$ cat src/rtl/ps2_pkg.sv
// rtl/ps2_pkg.sv - shared PS/2 scan-code constants and decoder state type
package ps2_pkg;

  localparam logic [7:0] PS2_EXT    = 8'hE0;
  localparam logic [7:0] PS2_BREAK  = 8'hF0;
  localparam logic [7:0] PS2_ENTER  = 8'h5A;
  localparam logic [7:0] PS2_BKSP   = 8'h66;
  localparam logic [7:0] PS2_LSHIFT = 8'h12;
  localparam logic [7:0] PS2_RSHIFT = 8'h59;
  localparam logic [7:0] PS2_CAPS   = 8'h58;

  typedef enum logic [1:0] {
    IDLE,
    EXT,
    BREAK,
    EXT_BREAK
  } ps2_state_t;

endpackage

$ cat src/rtl/ps2_scancode_to_ascii.sv
// rtl/ps2_scancode_to_ascii.sv - combinational scan-code set 2 make code to ASCII decoder
module ps2_scancode_to_ascii (
  input  logic [7:0] code,
  input  logic       upper,
  output logic [7:0] ascii,
  output logic       valid
);

  logic [4:0] letter_idx;
  logic       is_letter;

  // Letters resolve to an alphabet index so case selection happens in one place
  always_comb begin
    ascii      = 8'h00;
    valid      = 1'b0;
    letter_idx = 5'd0;
    is_letter  = 1'b1;
    case (code)
      8'h1C: letter_idx = 5'd0;   8'h32: letter_idx = 5'd1;
      8'h21: letter_idx = 5'd2;   8'h23: letter_idx = 5'd3;
      8'h24: letter_idx = 5'd4;   8'h2B: letter_idx = 5'd5;
      8'h34: letter_idx = 5'd6;   8'h33: letter_idx = 5'd7;
      8'h43: letter_idx = 5'd8;   8'h3B: letter_idx = 5'd9;
      8'h42: letter_idx = 5'd10;  8'h4B: letter_idx = 5'd11;
      8'h3A: letter_idx = 5'd12;  8'h31: letter_idx = 5'd13;
      8'h44: letter_idx = 5'd14;  8'h4D: letter_idx = 5'd15;
      8'h15: letter_idx = 5'd16;  8'h2D: letter_idx = 5'd17;
      8'h1B: letter_idx = 5'd18;  8'h2C: letter_idx = 5'd19;
      8'h3C: letter_idx = 5'd20;  8'h2A: letter_idx = 5'd21;
      8'h1D: letter_idx = 5'd22;  8'h22: letter_idx = 5'd23;
      8'h35: letter_idx = 5'd24;  8'h1A: letter_idx = 5'd25;
      default: begin
        is_letter = 1'b0;
        valid     = 1'b1;
        case (code)
          8'h45: ascii = 8'h30;  8'h16: ascii = 8'h31;
          8'h1E: ascii = 8'h32;  8'h26: ascii = 8'h33;
          8'h25: ascii = 8'h34;  8'h2E: ascii = 8'h35;
          8'h36: ascii = 8'h36;  8'h3D: ascii = 8'h37;
          8'h3E: ascii = 8'h38;  8'h46: ascii = 8'h39;
          8'h29: ascii = 8'h20;  8'h4E: ascii = 8'h2D;
          8'h49: ascii = 8'h2E;  8'h41: ascii = 8'h2C;
          default: valid = 1'b0;
        endcase
      end
    endcase
    if (is_letter) begin
      valid = 1'b1;
      ascii = (upper ? 8'h41 : 8'h61) + {3'b000, letter_idx};
    end
  end

endmodule

$ cat src/rtl/ps2_line_assembler.sv
// rtl/ps2_line_assembler.sv - PS/2 line editor with commit on Enter; PS2_LOWERCASE_EN enables shift/caps lowercase
module ps2_line_assembler
  import ps2_pkg::*;
#(
  parameter int         MAX_CHARS = 32,
  parameter logic [7:0] FILL_CHAR = 8'h20,
  localparam int        LEN_W     = $clog2(MAX_CHARS + 1)
) (
  input  logic                     clock,
  input  logic                     resetn,
  input  logic [7:0]               ps2_key_data,
  input  logic                     ps2_key_pressed,
  output logic [8*MAX_CHARS-1:0]   ps2_line_content,
  output logic                     ps2_line_ready,
  output logic [8*MAX_CHARS-1:0]   edit_content,
  output logic [LEN_W-1:0]         edit_length
);

  ps2_state_t       state;
  logic [7:0]       ascii;
  logic             ascii_valid;
  logic             upper;
  logic             make_hit;
  logic             ext_enter;
  logic [LEN_W-1:0] prev_len;
  logic [LEN_W+2:0] wr_base;
  logic [LEN_W+2:0] bs_base;

`ifdef PS2_LOWERCASE_EN
  logic shift_l;
  logic shift_r;
  logic caps_on;
  assign upper = caps_on ^ (shift_l | shift_r);
`else
  assign upper = 1'b1;
`endif

  // A byte in IDLE that is not a prefix is a make code; keypad Enter arrives via EXT
  assign make_hit  = ps2_key_pressed && (state == IDLE) &&
                     (ps2_key_data != PS2_EXT) && (ps2_key_data != PS2_BREAK);
  assign ext_enter = ps2_key_pressed && (state == EXT) && (ps2_key_data == PS2_ENTER);
  assign prev_len  = edit_length - LEN_W'(1);
  assign wr_base   = {edit_length, 3'b000};
  assign bs_base   = {prev_len, 3'b000};

  ps2_scancode_to_ascii u_decode (
    .code  (ps2_key_data),
    .upper (upper),
    .ascii (ascii),
    .valid (ascii_valid)
  );

  // Prefix decoder, edit buffer and commit path share one register stage
  always_ff @(posedge clock or negedge resetn) begin
    if (!resetn) begin
      state            <= IDLE;
      ps2_line_content <= {MAX_CHARS{FILL_CHAR}};
      edit_content     <= {MAX_CHARS{FILL_CHAR}};
      edit_length      <= '0;
      ps2_line_ready   <= 1'b0;
`ifdef PS2_LOWERCASE_EN
      shift_l          <= 1'b0;
      shift_r          <= 1'b0;
      caps_on          <= 1'b0;
`endif
    end else begin
      ps2_line_ready <= 1'b0;
      if (ps2_key_pressed) begin
        case (state)
          IDLE: begin
            if (ps2_key_data == PS2_EXT)        state <= EXT;
            else if (ps2_key_data == PS2_BREAK) state <= BREAK;
          end
          EXT:     state <= (ps2_key_data == PS2_BREAK) ? EXT_BREAK : IDLE;
          BREAK: begin
`ifdef PS2_LOWERCASE_EN
            if (ps2_key_data == PS2_LSHIFT) shift_l <= 1'b0;
            if (ps2_key_data == PS2_RSHIFT) shift_r <= 1'b0;
`endif
            state <= IDLE;
          end
          default: state <= IDLE;
        endcase
      end

      if (make_hit || ext_enter) begin
        if (ps2_key_data == PS2_ENTER) begin
          if (edit_length != '0) begin
            ps2_line_content <= edit_content;
            ps2_line_ready   <= 1'b1;
            edit_content     <= {MAX_CHARS{FILL_CHAR}};
            edit_length      <= '0;
          end
        end else if (ps2_key_data == PS2_BKSP) begin
          if (edit_length != '0) begin
            edit_content[bs_base +: 8] <= FILL_CHAR;
            edit_length                <= prev_len;
          end
        end else if (ascii_valid) begin
          if (edit_length < LEN_W'(MAX_CHARS)) begin
            edit_content[wr_base +: 8] <= ascii;
            edit_length                <= edit_length + LEN_W'(1);
          end
        end
`ifdef PS2_LOWERCASE_EN
        if (ps2_key_data == PS2_LSHIFT) shift_l <= 1'b1;
        if (ps2_key_data == PS2_RSHIFT) shift_r <= 1'b1;
        if (ps2_key_data == PS2_CAPS)   caps_on <= ~caps_on;
`endif
      end
    end
  end

endmodule
$ cat config.mk
export PLATFORM = sky130hd
export DESIGN_NAME = ps2_line_assembler
export DESIGN_NICKNAME = d
export VERILOG_FILES = /design/src/rtl/ps2_pkg.sv /design/src/rtl/ps2_scancode_to_ascii.sv /design/src/rtl/ps2_line_assembler.sv
export SDC_FILE = /design/constraint.sdc
export NUM_CORES = 1
export LEC_CHECK = 0
export CORE_MARGIN = 4
export CORE_UTILIZATION = 35
export CTS_CLUSTER_DIAMETER = 150
export CTS_CLUSTER_SIZE = 10
export DETAILED_ROUTE_END_ITERATION = 10
export DONT_BUFFER_PORTS = 1
export PLACE_DENSITY_LB_ADDON = 0.25
export SKIP_LAST_GASP = 1
export SLEW_MARGIN = 20
export SYNTH_ARGS = -nofsm -noshare
export SYNTH_HDL_FRONTEND = slang
export SYNTH_HIERARCHICAL = 1
export SYNTH_SLANG_ARGS = --single-unit
$ cat constraint.sdc
create_clock -name clock -period 4.1 [get_ports clock]
set_input_delay 0.205 -clock clock [delete_from_list [all_inputs] [get_ports clock]]
set_output_delay 0.205 -clock clock [all_outputs]
set_load 0.1 [all_outputs]
# Word level (Yosys, flattened, before mapping)
# Index checks and enable logic that the tools add are counted.
# classes
n_shift	4
eq_ne	50
n_mux	29
order_cmp	1
addsub	5
reduce_logical	15
# op_table
operator	count
two-way mux 256 bit	6
bitwise mux 256 bit	2
variable shift 8 x 11 -> 256 bit, first input constant	2
indexed part select 8 x 11 -> 256 bit	1
indexed part select 8 x 11 -> 256 bit, first input constant	1
equality test 8 x 6 -> 1 bit, second input constant	23
case mux 5 bit (25 select lines)	1
equality test 8 x 7 -> 1 bit, second input constant	12
case mux 6 bit (14 select lines)	1
equality test 8 x 5 -> 1 bit, second input constant	7
two-way mux 6 bit	6
OR reduction 26 bit	1
negator 9 -> 11 bit	2
equality test 8 bit, second input constant	2
two-way mux 8 bit	2
!= test 8 bit, second input constant	2
OR reduction 14 bit	1
adder 7 x 5 -> 8 bit, first input constant	1
two-way mux 1 bit	7
adder 6 x 1 -> 6 bit, second input constant	1
< comparator 6 bit, second input constant	1
two-way mux 2 bit	3
nonzero test 3 bit	2
nonzero test 6 bit	1
12 further kinds	16
# word_totals
reg_bits	521

# Longest topological paths before layout
# depth
ltp_word	10
ltp_mapped	19

# By module
# The synthesis kept the hierarchy.
# modules_own_cells
module	cells_each	instances	seq_area_each_um2	area_each_um2
ps2_line_assembler	2225	1	13117.6	21783.4
ps2_scancode_to_ascii	134	1	0.0	914.6

# Least setup slack after synthesis
# OpenSTA, ideal clock, no wires.
# synth_path
kind	reg2reg
startpoint	reg edit_length[0]
endpoint	reg edit_content[106]
setup_time_ns	0.123
setup_slack_ns	-0.067
t_arrival_ns	4.044
path_buffers	4
stages_incl_launch_ff	15
path_cell_list	dfrtp_1 -> buf_2 -> clkbuf_1 -> inv_1 -> ha_1 -> nand2_1 -> o31ai_1 -> mux2_2 -> and3_1 -> buf_6 -> nor3_4 -> a21oi_2 -> or3_1 -> buf_2 -> a32o_1
# synth_via
elab_chain_cells	7
word_cells_on_any_way	20
classes_between	3 x add/sub; 1 x order compare; 2 x eq/ne; 4 x shift; 7 x mux; 3 x reduce/logical
# synth_lines
item	line_no	text
start: declaration	ps2_line_assembler.sv:16	output logic [LEN_W-1:0] edit_length
start signal: assignment	ps2_line_assembler.sv:97	edit_length <= prev_len;
start signal: assignment	ps2_line_assembler.sv:102	edit_length <= edit_length + LEN_W'(1);
subtractor 6 x 1 -> 6 bit / negator 9 -> 11 bit (equally long branches)	ps2_line_assembler.sv:42, ps2_line_assembler.sv:101	
negator 9 -> 11 bit, or another cell as far along	ps2_line_assembler.sv:96	edit_content[bs_base +: 8] <= FILL_CHAR;
indexed part select 8 x 11 -> 256 bit, or another cell as far along	ps2_line_assembler.sv:96	
bitwise mux 256 bit / two-way mux 256 bit (equally long branches)	ps2_line_assembler.sv:96, ps2_line_assembler.sv:100	
two-way mux 256 bit (on tied branches)	ps2_line_assembler.sv:95, ps2_line_assembler.sv:99	
two-way mux 256 bit	ps2_line_assembler.sv:94	end else if (ps2_key_data == PS2_BKSP) begin
two-way mux 256 bit	ps2_line_assembler.sv:87	if (ps2_key_data == PS2_ENTER) begin
end signal: assignment	ps2_line_assembler.sv:58	edit_content <= {MAX_CHARS{FILL_CHAR}};
end signal: assignment	ps2_line_assembler.sv:91	edit_content <= {MAX_CHARS{FILL_CHAR}};
end signal: indexed assignment	ps2_line_assembler.sv:101	edit_content[wr_base +: 8] <= ascii;
end: declaration	ps2_line_assembler.sv:15	output logic [8*MAX_CHARS-1:0] edit_content,
# Parallel ways exist; a longest one is shown, timed or not. The select of a mux whose other input is x is not followed.
# A chain may end at the register's enable or synchronous reset.

# Worst setup path after layout
# layout_path
startpoint	reg edit_length[0]
endpoint	reg edit_content[48]
# Same word-level chain as after synthesis.

==> results_dict.tcl <==
set metrics [dict create \
    num_vias 18100 \
    synth_area_leaders "dfrtp_1 (50%), nand2_1 (15%), dfstp_2 (7.4%)" \
    postCtsResizedCells 0 \
    yosys_warnings 6 \
    max_freq_ghz 0.261 \
    fp.dieArea_um2 69000 \
    setup-tns-final_ps 0 \
    grt_setup_unrepaired "no" \
    io_buffers 0 \
    cp-start-kind "flip-flop" \
    finClkSkew_ps 15.9 \
    cts_tree "built" \
    setup_viol 0 \
    gr-total-overflow 0 \
    cts_buffers 58 \
    slew_viol_final 322 \
    area_delta_synth_final_pct 12.5 \
    place.gp.congestion 0.926 \
    p_leak_nw 12.1 \
    finalHoldViolCount 474 \
    die_w_um 263 \
    antenna_found_initial 0 \
    nets 2378 \
    routedWlPerCell_um 26.6 \
    vias_per_cell 5.55 \
    yosysSeqAreaShare_pct 57.8 \
    post_synth.cell_area_avg_um2 9.62 \
    synth.distinct_cells 93 \
    coreArea_um2 64300 \
    synth_top_area_share_pct 50.4 \
    postCtsSetupBuffers 0 \
    synth_edf_count 0 \
    cp-end-kind "flip-flop" \
    ios 530 \
    maxCapViolCount 0 \
    ys_seq_elements 521 \
    dp_cells 3150 \
    ir_worst_vdd_uv 349 \
    required_ps 4640 \
    cts_num_sinks 521 \
    clk_latency_ps 600 \
    grt_pass1_wl_um 127000 \
    layout-drive-gt1-share_pct 12.0 \
    finalPower_mw 14.7 \
    netlist_instances 2359 \
    layout_commonest_cell "nand2_1" \
    startpoint "edit_length[0]" \
    status "finished with violations" \
    dp_hpwl_um 62900 \
    worstSetupPathType "reg -> reg" \
    row_count 93 \
    dominantRegCellSynth "dfrtp_1" \
    route.detailed.drc 0 \
    rr_worst_depth 9 \
    ys_async_sr_fraction_pct 100 \
    drt_first_pass_iters 5 \
    grt_pass1_vias 17600 \
    r2r_setup_slack_ps 260 \
    grt_use_total_pct 24.1 \
    final_cells 3266 \
    routed_wl_um 86700 \
    period_needed_ps 3840 \
    yosys.area.top_type "dfrtp_1" \
    synth_nets 2377 \
    clk_pin_slew_ps 60 \
    critPathArrivalTime_ps 4370 \
    r2r-end "edit_content[48]" \
    endpoint "edit_content[48]" \
    maxSlewHeadroom_pct -63.2 \
    layout_common_cells "nand2_1 (889), dfrtp_1 (453), o21ai_0 (103)" \
    grt_max_degree 522 \
    powerDensity_nw_per_um2 575 \
    synth_area_um2 22700 \
    start_util_pct 35.3 \
    min_period_over_period_pct 93.6 \
    hold_class "in -> async" \
    violations "negative hold slack, max-slew violations" \
    timing.rr.start "edit_length[0]" \
    root_buffer "clkbuf_16" \
    fp.dieH_um 263 \
    cts_max_level 2 \
    clock_path_buffers 3 \
    fin_hold_ws_ps -681 \
    cts-hold-fix-buffers 5 \
    ant_nets 0 \
    drt_iter0_drc 1669 \
    tightest_slew_ps 2450 \
    cp_max_fo 9 \
]
[final cells by class]
class	instances	area (um^2)
fillers	6392	38800
multi-input cells	1658	8800
diodes	1	2.50
flip-flops and latches	521	13100
repair buffers	91	724
well taps	855	1070
clock buffers	107	1660
clock inverters	3	41.3
inverters	30	125
[cell families (layout without fill, tap and decap cells)]
kind of cell / Yosys count / count (layout) / share of synthesized area, %
XOR/XNOR: 9 / 9 / 0.347
flip-flops: 521 / 521 / 57.8
adder cells (fa/ha/maj): 8 / 8 / 0.430
AND/OR/NAND/NOR: 1180 / 1180 / 22.4
other: 2 / 3 / 0.0331
buffers and inverters: 180 / 231 / 3.55
multiplexers: 54 / 54 / 2.58
AO/OA/AOI/OAI: 405 / 405 / 12.8
[critical path: stages, from the launching register on]
cell and delay (ps):
dfrtp_2 470, inv_1 100, ha_1 420, or3b_1 500, or3b_4 440, and3_1 360
nor2_4 250, a31oi_1 130, nor3_1 850, a22o_1 240
[cells in the mapped netlist (4+ instances only)]
| cell type | number |
|---|---|
| and3_1 | 6 |
| nor3_1 | 32 |
| nor3b_1 | 4 |
| a31oi_1 | 11 |
| o21ai_0 | 104 |
| o211ai_1 | 6 |
| nor4b_1 | 6 |
| or4_1 | 5 |
| clkbuf_1 | 99 |
| and2_1 | 18 |
| o31ai_1 | 7 |
| nor2b_1 | 18 |
| buf_6 | 11 |
| o21ai_1 | 4 |
| dfstp_2 | 64 |
| dfrtp_1 | 457 |
| ha_1 | 7 |
| mux2i_1 | 36 |
| nor2_1 | 56 |
| a22o_1 | 29 |
| nand4_1 | 5 |
| a31o_2 | 5 |
| mux2_2 | 12 |
| nand3b_1 | 5 |
| inv_1 | 27 |
| a21oi_1 | 62 |
| a32o_1 | 42 |
| nand3_1 | 60 |
| xnor2_1 | 6 |
| o22ai_1 | 14 |
| o32ai_1 | 4 |
| a21oi_2 | 4 |
| buf_2 | 32 |
| or3_1 | 16 |
| buf_1 | 6 |
| a211oi_1 | 10 |
| nand2_1 | 889 |
| nor4_1 | 9 |
| or2_2 | 5 |
| a22oi_1 | 9 |
| nand2b_1 | 20 |
| nor3_4 | 5 |
| o2bb2ai_1 | 53 |
[where the power goes]
| group | leakage, nW | internal (mW) | total, mW | switching [mW] |
|---|---|---|---|---|
| logic | 4.32 | 0.767 | 2.69 | 1.92 |
| clock network | 0.802 | 2.70 | 4.78 | 2.08 |
| registers | 7.02 | 5.42 | 7.23 | 1.81 |
[worst min-delay path by stage]
stage            from                     to  slack, ps  depth (start not counted)
2_1_floorplan  resetn        edit_content[0]        -90                          0
3_3_place_gp   resetn  ps2_line_content[138]        -70                          0
3_5_place_dp   resetn   ps2_line_content[22]        -60                          0
4_1_cts        resetn   ps2_line_content[22]       -720                          0
5_1_grt        resetn   ps2_line_content[22]       -720                          0
6_report       resetn   ps2_line_content[22]       -680                          0
[metal layers]
layer / vias to the layer above / wire length [um] / GRT usage [%] / share of wire, %
met5: - / 0 / 0 / 0
met3: 137 / 7210 / 5.86 / 8.3
met1: 9140 / 36000 / 32.1 / 41
met2: 851 / 41100 / 39.6 / 47
met4: 0 / 2450 / 6.45 / 2.8
li1: 7995 / - / - / -
[flip-flops by register name (all words and copies together), names as in the netlist]
signal,cells
ps2_line_ready,1
edit_length,6
state,2
ps2_line_content,256
edit_content,256
[stage by stage]
step | util, % | instance area [um^2] | setup WS [ps]
floorplan | - | 22700 | 247
global placement | 37.0 | 23800 | 384
detailed placement | 37.0 | 23800 | 354
CTS | 39.7 | 25500 | 340
global route | 39.7 | 25500 | 108
finish | 39.7 | 25500 | 263
(Power assumes the default switching activity.)
